## config.mk

```make
export PLATFORM = sky130hd
export DESIGN_NAME = dp_geo_noise
export DESIGN_NICKNAME = d
export VERILOG_FILES = /design/src/rtl/dp_noise_pkg.sv /design/src/rtl/rand_word_packer.sv /design/src/rtl/dp_geo_noise.sv
export SDC_FILE = /design/constraint.sdc
export NUM_CORES = 1
export LEC_CHECK = 0
export BUFFER_PORTS_ARGS = -buffer_cell sky130_fd_sc_hd__buf_2
export CAP_MARGIN = 5
export CORE_ASPECT_RATIO = 0.6
export CORE_UTILIZATION = 53
export DETAILED_ROUTE_END_ITERATION = 8
export HOLD_SLACK_MARGIN = 0.15
export PLACE_DENSITY = 0.75
export REMOVE_ABC_BUFFERS = 1
export SETUP_SLACK_MARGIN = 0.4
export SYNTH_ARGS = -nofsm -noshare
export SYNTH_HDL_FRONTEND = slang
export SYNTH_SLANG_ARGS = --single-unit
```

## constraint.sdc

```tcl
create_clock -name clk -period 1.95 [get_ports clk]
set_input_delay 0.39 -clock clk [delete_from_list [all_inputs] [get_ports clk]]
set_output_delay 0.39 -clock clk [all_outputs]
set_load 0.005 [all_outputs]
```

## src/rtl/dp_noise_pkg.sv

```systemverilog
// rtl/dp_noise_pkg.sv - shared state encoding and default constants for the DP noise path
package dp_noise_pkg;

  typedef enum logic [1:0] {
    SIGN  = 2'd0,
    TRIAL = 2'd1,
    HOLD  = 2'd2
  } geo_state_t;

  localparam int DEF_UW      = 8;
  localparam int DEF_THRESH  = 128;
  localparam int DEF_MAG_W   = 8;
  localparam int DEF_MAG_MAX = 255;

endpackage

```

## src/rtl/rand_word_packer.sv

```systemverilog
// rtl/rand_word_packer.sv - serial-to-parallel packer turning the keystream into UW-bit trial words
module rand_word_packer
  import dp_noise_pkg::*;
#(
  parameter int UW = DEF_UW
) (
  input  logic          clk,
  input  logic          rst_n,
  input  logic          en,
  input  logic          clr,
  input  logic          rand_bit,
  output logic [UW-1:0] word,
  output logic          word_done
);

  localparam int CW = (UW > 1) ? $clog2(UW) : 1;

  // Only UW-1 history bits are kept; the newest bit completes the word combinationally.
  logic [UW-2:0] shreg;
  logic [CW-1:0] bit_cnt;

  always_ff @(posedge clk or negedge rst_n) begin
    if (!rst_n) begin
      shreg   <= '0;
      bit_cnt <= '0;
    end else if (clr) begin
      bit_cnt <= '0;
    end else if (en) begin
      shreg   <= (UW-1)'({shreg, rand_bit});
      bit_cnt <= (bit_cnt == CW'(UW-1)) ? '0 : bit_cnt + 1'b1;
    end
  end

  assign word      = {shreg, rand_bit};
  assign word_done = en && (bit_cnt == CW'(UW-1));

endmodule

```

## src/rtl/dp_geo_noise.sv

```systemverilog
// rtl/dp_geo_noise.sv - two-sided geometric noise sampler fed by a 1-bit keystream
module dp_geo_noise
  import dp_noise_pkg::*;
#(
  parameter int UW      = DEF_UW,
  parameter int THRESH  = DEF_THRESH,
  parameter int MAG_W   = DEF_MAG_W,
  parameter int MAG_MAX = DEF_MAG_MAX
) (
  input  logic           clk,
  input  logic           rst_n,
  input  logic           rand_bit,
  output logic [MAG_W:0] noise_out,
  output logic           noise_valid,
  input  logic           noise_ready,
  output logic           reject_pulse
);

  geo_state_t       state;
  logic             sign;
  logic [MAG_W-1:0] mag;
  logic [UW-1:0]    word;
  logic             word_done;
  logic             word_lt;
  logic             mag_top;
  logic [MAG_W-1:0] stop_mag;
  logic [MAG_W:0]   stop_ext;
  logic [MAG_W:0]   sample;

  rand_word_packer #(.UW(UW)) u_packer (
    .clk       (clk),
    .rst_n     (rst_n),
    .en        (state == TRIAL),
    .clr       (state != TRIAL),
    .rand_bit  (rand_bit),
    .word      (word),
    .word_done (word_done)
  );

  // A continue trial that would reach MAG_MAX ends the sample right there,
  // so saturated samples never need a trailing stop word.
  always_comb begin
    word_lt  = ({1'b0, word} < (UW+1)'(THRESH));
    mag_top  = (mag >= MAG_W'(MAG_MAX - 1));
    stop_mag = word_lt ? MAG_W'(MAG_MAX) : mag;
    stop_ext = {1'b0, stop_mag};
    sample   = sign ? (~stop_ext + 1'b1) : stop_ext;
  end

  always_ff @(posedge clk or negedge rst_n) begin
    if (!rst_n) begin
      state        <= SIGN;
      sign         <= 1'b0;
      mag          <= '0;
      noise_out    <= '0;
      noise_valid  <= 1'b0;
      reject_pulse <= 1'b0;
    end else begin
      reject_pulse <= 1'b0;
      case (state)
        SIGN: begin
          sign  <= rand_bit;
          mag   <= '0;
          state <= TRIAL;
        end
        TRIAL: begin
          if (word_done) begin
            if (word_lt && !mag_top) begin
              mag <= mag + 1'b1;
            end else if (!word_lt && (mag == '0) && sign) begin
              // -0 would double the weight of zero; draw a fresh sign instead.
              reject_pulse <= 1'b1;
              state        <= SIGN;
            end else begin
              mag         <= stop_mag;
              noise_out   <= sample;
              noise_valid <= 1'b1;
              state       <= HOLD;
            end
          end
        end
        HOLD: begin
          if (noise_valid && noise_ready) begin
            noise_valid <= 1'b0;
            state       <= SIGN;
          end
        end
        default: state <= SIGN;
      endcase
    end
  end

endmodule

```

==> metrics.md <==
| Metric | Value |
|---|---|
| Outcome | finished clean |
| Grt met3 use | under 10% |
| Leakage power | just over 1 nW |
| Via count | 1,479 |
| CTS clk-pin slew, worst paths | approximately 0.060 ns |
| Fillers | roughly 190 |
| Max-slew violation count | 0 |
| Register area | 803 sq um |
| Synthesized area per cell | approximately 11 sq um |
| Synth Cell Area | between 1500 and 2000 sq um |
| Setup slack at placement | -0.166 ns |
| Tcrit/Tclk final | 96.8% |
| Skew final | 0.00294 ns |
| Relative slew slack | a little over half |
| IO buf count | 14 |
| Nets | ~210 |
| Share of layout cells above drive strength 1 | 46.8% |
| Pre-antenna DRT Iters | 5 |
| Critical path's top delay family | flip-flops |
| Sequential fraction of the synthesis area | between 40 and 50% |
| Clock sink count | 32 |
| Crit path time final | between 1.5 and 2 ns |
| Die H | 46.4 microns |
| WL per Instance | ~19 microns |
| CP Capture Type | register |
| Pwr Total | ~3.7 mW |
| Antenna Cells | 0 |
| Post-Place Cells | approximately 230 |
| Commonest cells post-synth | dfrtp_1, mux2_2, inv_1 |
| P&R area growth vs syn | 33.0% |
| Clock insertion delay at the later pin of the skew report | 0.28 ns |
| Hold Vio Cnt, Final | 0 |
| DIE AREA | 3530 sq um |
| Footprint of the multi-input gates | 1040 sq um |
| CTS Buf Count | 5 |
| Hold buffers post-CTS | 0 |
| Unrepaired setup endpoints after global routing | yes |
| Top cells by area, synth | dfrtp_1, mux2_2, ha_1, inv_1, o21ai_0 |
| Cell count after synthesis | between 150 and 200 |
| Final Non-Filler Cells | between 200 and 250 |
| Die width | between 70 and 80 microns |
| Core area | around 3000 sq um |
| Max Clk Rate | about 0.53 GHz |
| Vias/cell | approximately 6.0 |
| DRT iter0 DRCs | around 130 |
| Setup WS post-layout | just over 0.06 ns |
| Number of synthesized flops with an enable pin | 0 |
| Total gr overflow | 0 |
| # IOs | 15 |
| Crit-path cells | inv_2 > ha_4 > o211ai_1 > o21bai_1 > and3b_2 > mux2_4 |
| Worst slew pin tran | 0.707 ns |
| Worst Path Class, Setup | reg -> reg |
| Post-detail-place hpwl | between 2000 and 3000 microns |
| Top Usage Layer GRT | met2 |
| Clock tree buffer depth | 2 |
| First-pass GRT wire length | a little over 7000 microns |
| CTS root buf | clkbuf_8 |
| CP max stage delay | about 0.41 ns |
| Share of the synthesized area in the top cell type | roughly 46% |
| Vias in the first global route | between 1,500 and 2,000 |
| Initial Util | approximately 58% |
| Hold slack final | approximately 0.15 ns |
| Initial antenna violation count | 0 |
| Dominant cell type by area after synthesis | dfrtp_1 |
| DRC errors left | 0 |
| Synthesized flop and latch total | 32 |
| GPL Wtd Cong | roughly 0.92 |
| Yosys warns | 0 |
| CP required | between 2 and 2.5 ns |
| CP Buf/Inv Count | 1 |
| Met2 usage | between 40% and 50% |
| Top-count cell post-synth | dfrtp_1 |
| H-Tree Depth | 2 |
| Total Wirelength | 4680 microns |
| CP arrival | approximately 2 ns |
| Startpoint Class | register |
| Max cap viols | 0 |
| GR Util met1 | 35.5% |
| GRT Total Usage | between 20% and 30% |
| Predominant post-synthesis flop cell | dfrtp_1 |
| Largest net degree at the start of global routing | 33 |
| Top fanout value on the critical path | 6 |
| Async set-reset flop share out of synthesis | 100% |
| Setup violators final | 0 |
| Slowest CP cell | dfrtp_1 |
| Max IR drop VDD | approximately 860 uV |
| Hold Path Class | in -> async |
| Antenna Nets Post-Route | 0 |
| Distinct cells, synth | just under 50 |
| Cell Pwr Density | 1590 nW/um^2 |
| CTS tree | done |
| Row count | 15 |
## stage by stage
stage / TNS, ns / utilization, % / cell area [sq um]
3_3_place_gp: -0.483 / 65.5 / 1970
5_1_grt: 0 / 77.1 / 2320
3_5_place_dp: -1.35 / 65.5 / 1970
4_1_cts: 0 / 72.8 / 2190
6_report: 0 / 77.1 / 2320
2_1_floorplan: -1.53 / - / 1690
## state kept, by name (all words and copies together), names as in the netlist
register / count
noise_valid: 1
u_packer.shreg: 7
u_packer.bit_cnt: 3
reject_pulse: 1
noise_out: 9
state: 2
mag: 8
sign: 1
## worst paths after layout
check / startpoint / end / slack (ns) / depth (start not counted)
worst max-delay path: mag[0] / noise_out[3] / 0.06 / 6
worst min-delay path: rst_n / mag[4] / 0.15 / 1
worst max register to register: mag[0] / noise_out[3] / 0.06 / 6
worst min register to register: u_packer.bit_cnt[0] / u_packer.bit_cnt[0] / 0.45 / 1
max in group asynchronous: rst_n / mag[1] / 1.29 / 1
min in group clk: rand_bit / sign / 0.38 / 2
## cells by family after synthesis
family	count (synthesis)	share of synthesized area (%)
AND/OR/NAND/NOR	45	15.2
AO/OA/AOI/OAI	36	15.4
flip-flops	32	46.0
buffers and inverters	21	5.53
multiplexers	17	11.1
adder cells (fa/ha/maj)	6	4.31
XOR/XNOR	5	2.51
## layout by cell type, fill, tap and decap left out, types with 2 or more instances in the layout
master and n:
clkbuf_1 2, nand2_1 8, buf_6 3, nor4_1 3, dfrtp_2 2, a21oi_2 2
ha_1 2, and3_1 2, a31oi_1 3, nor2_1 9, dfrtp_1 30, inv_2 3
ha_4 3, mux2_4 8, nor2b_1 5, and3b_2 2, buf_4 25, nand2b_1 4
xnor2_1 4, inv_1 8, o21ai_0 7, buf_2 14, clkbuf_8 6, a211oi_2 2
mux2_2 8
## repair_timing
action | in CTS | in global routing
cloned | 1 | 0
resized for setup | 23 | 22
pin swaps | 5 | 13
setup buffers | 5 | 2
setup endpoints to repair | 18 | 18
## routing by layer
layer  share of wire, %  vias to the layer above
met2                 45                       74
li1                   -                      659
met3                7.7                       15
met1                 46                      731
met5                  0                        -
met4                1.9                        0
## final cells by class
type                    instances  area share, %
repair buffers                 42           12.6
flip-flops and latches         32           34.7
multi-input cells             110           44.8
inverters                      11           1.78
clock buffers                   8           3.89
well taps                      42           2.27
## report_power, final
| group | total, mW | switching (mW) | leakage (nW) | internal (mW) |
|---|---|---|---|---|
| clock | 0.523 | 0.235 | 0.0455 | 0.288 |
| sequential | 1.19 | 0.249 | 0.385 | 0.943 |
| combinational | 1.98 | 0.966 | 0.580 | 1.01 |
| total | 3.69 | 1.45 | 1.01 | 2.24 |
Power figures use the tool's default switching activity.
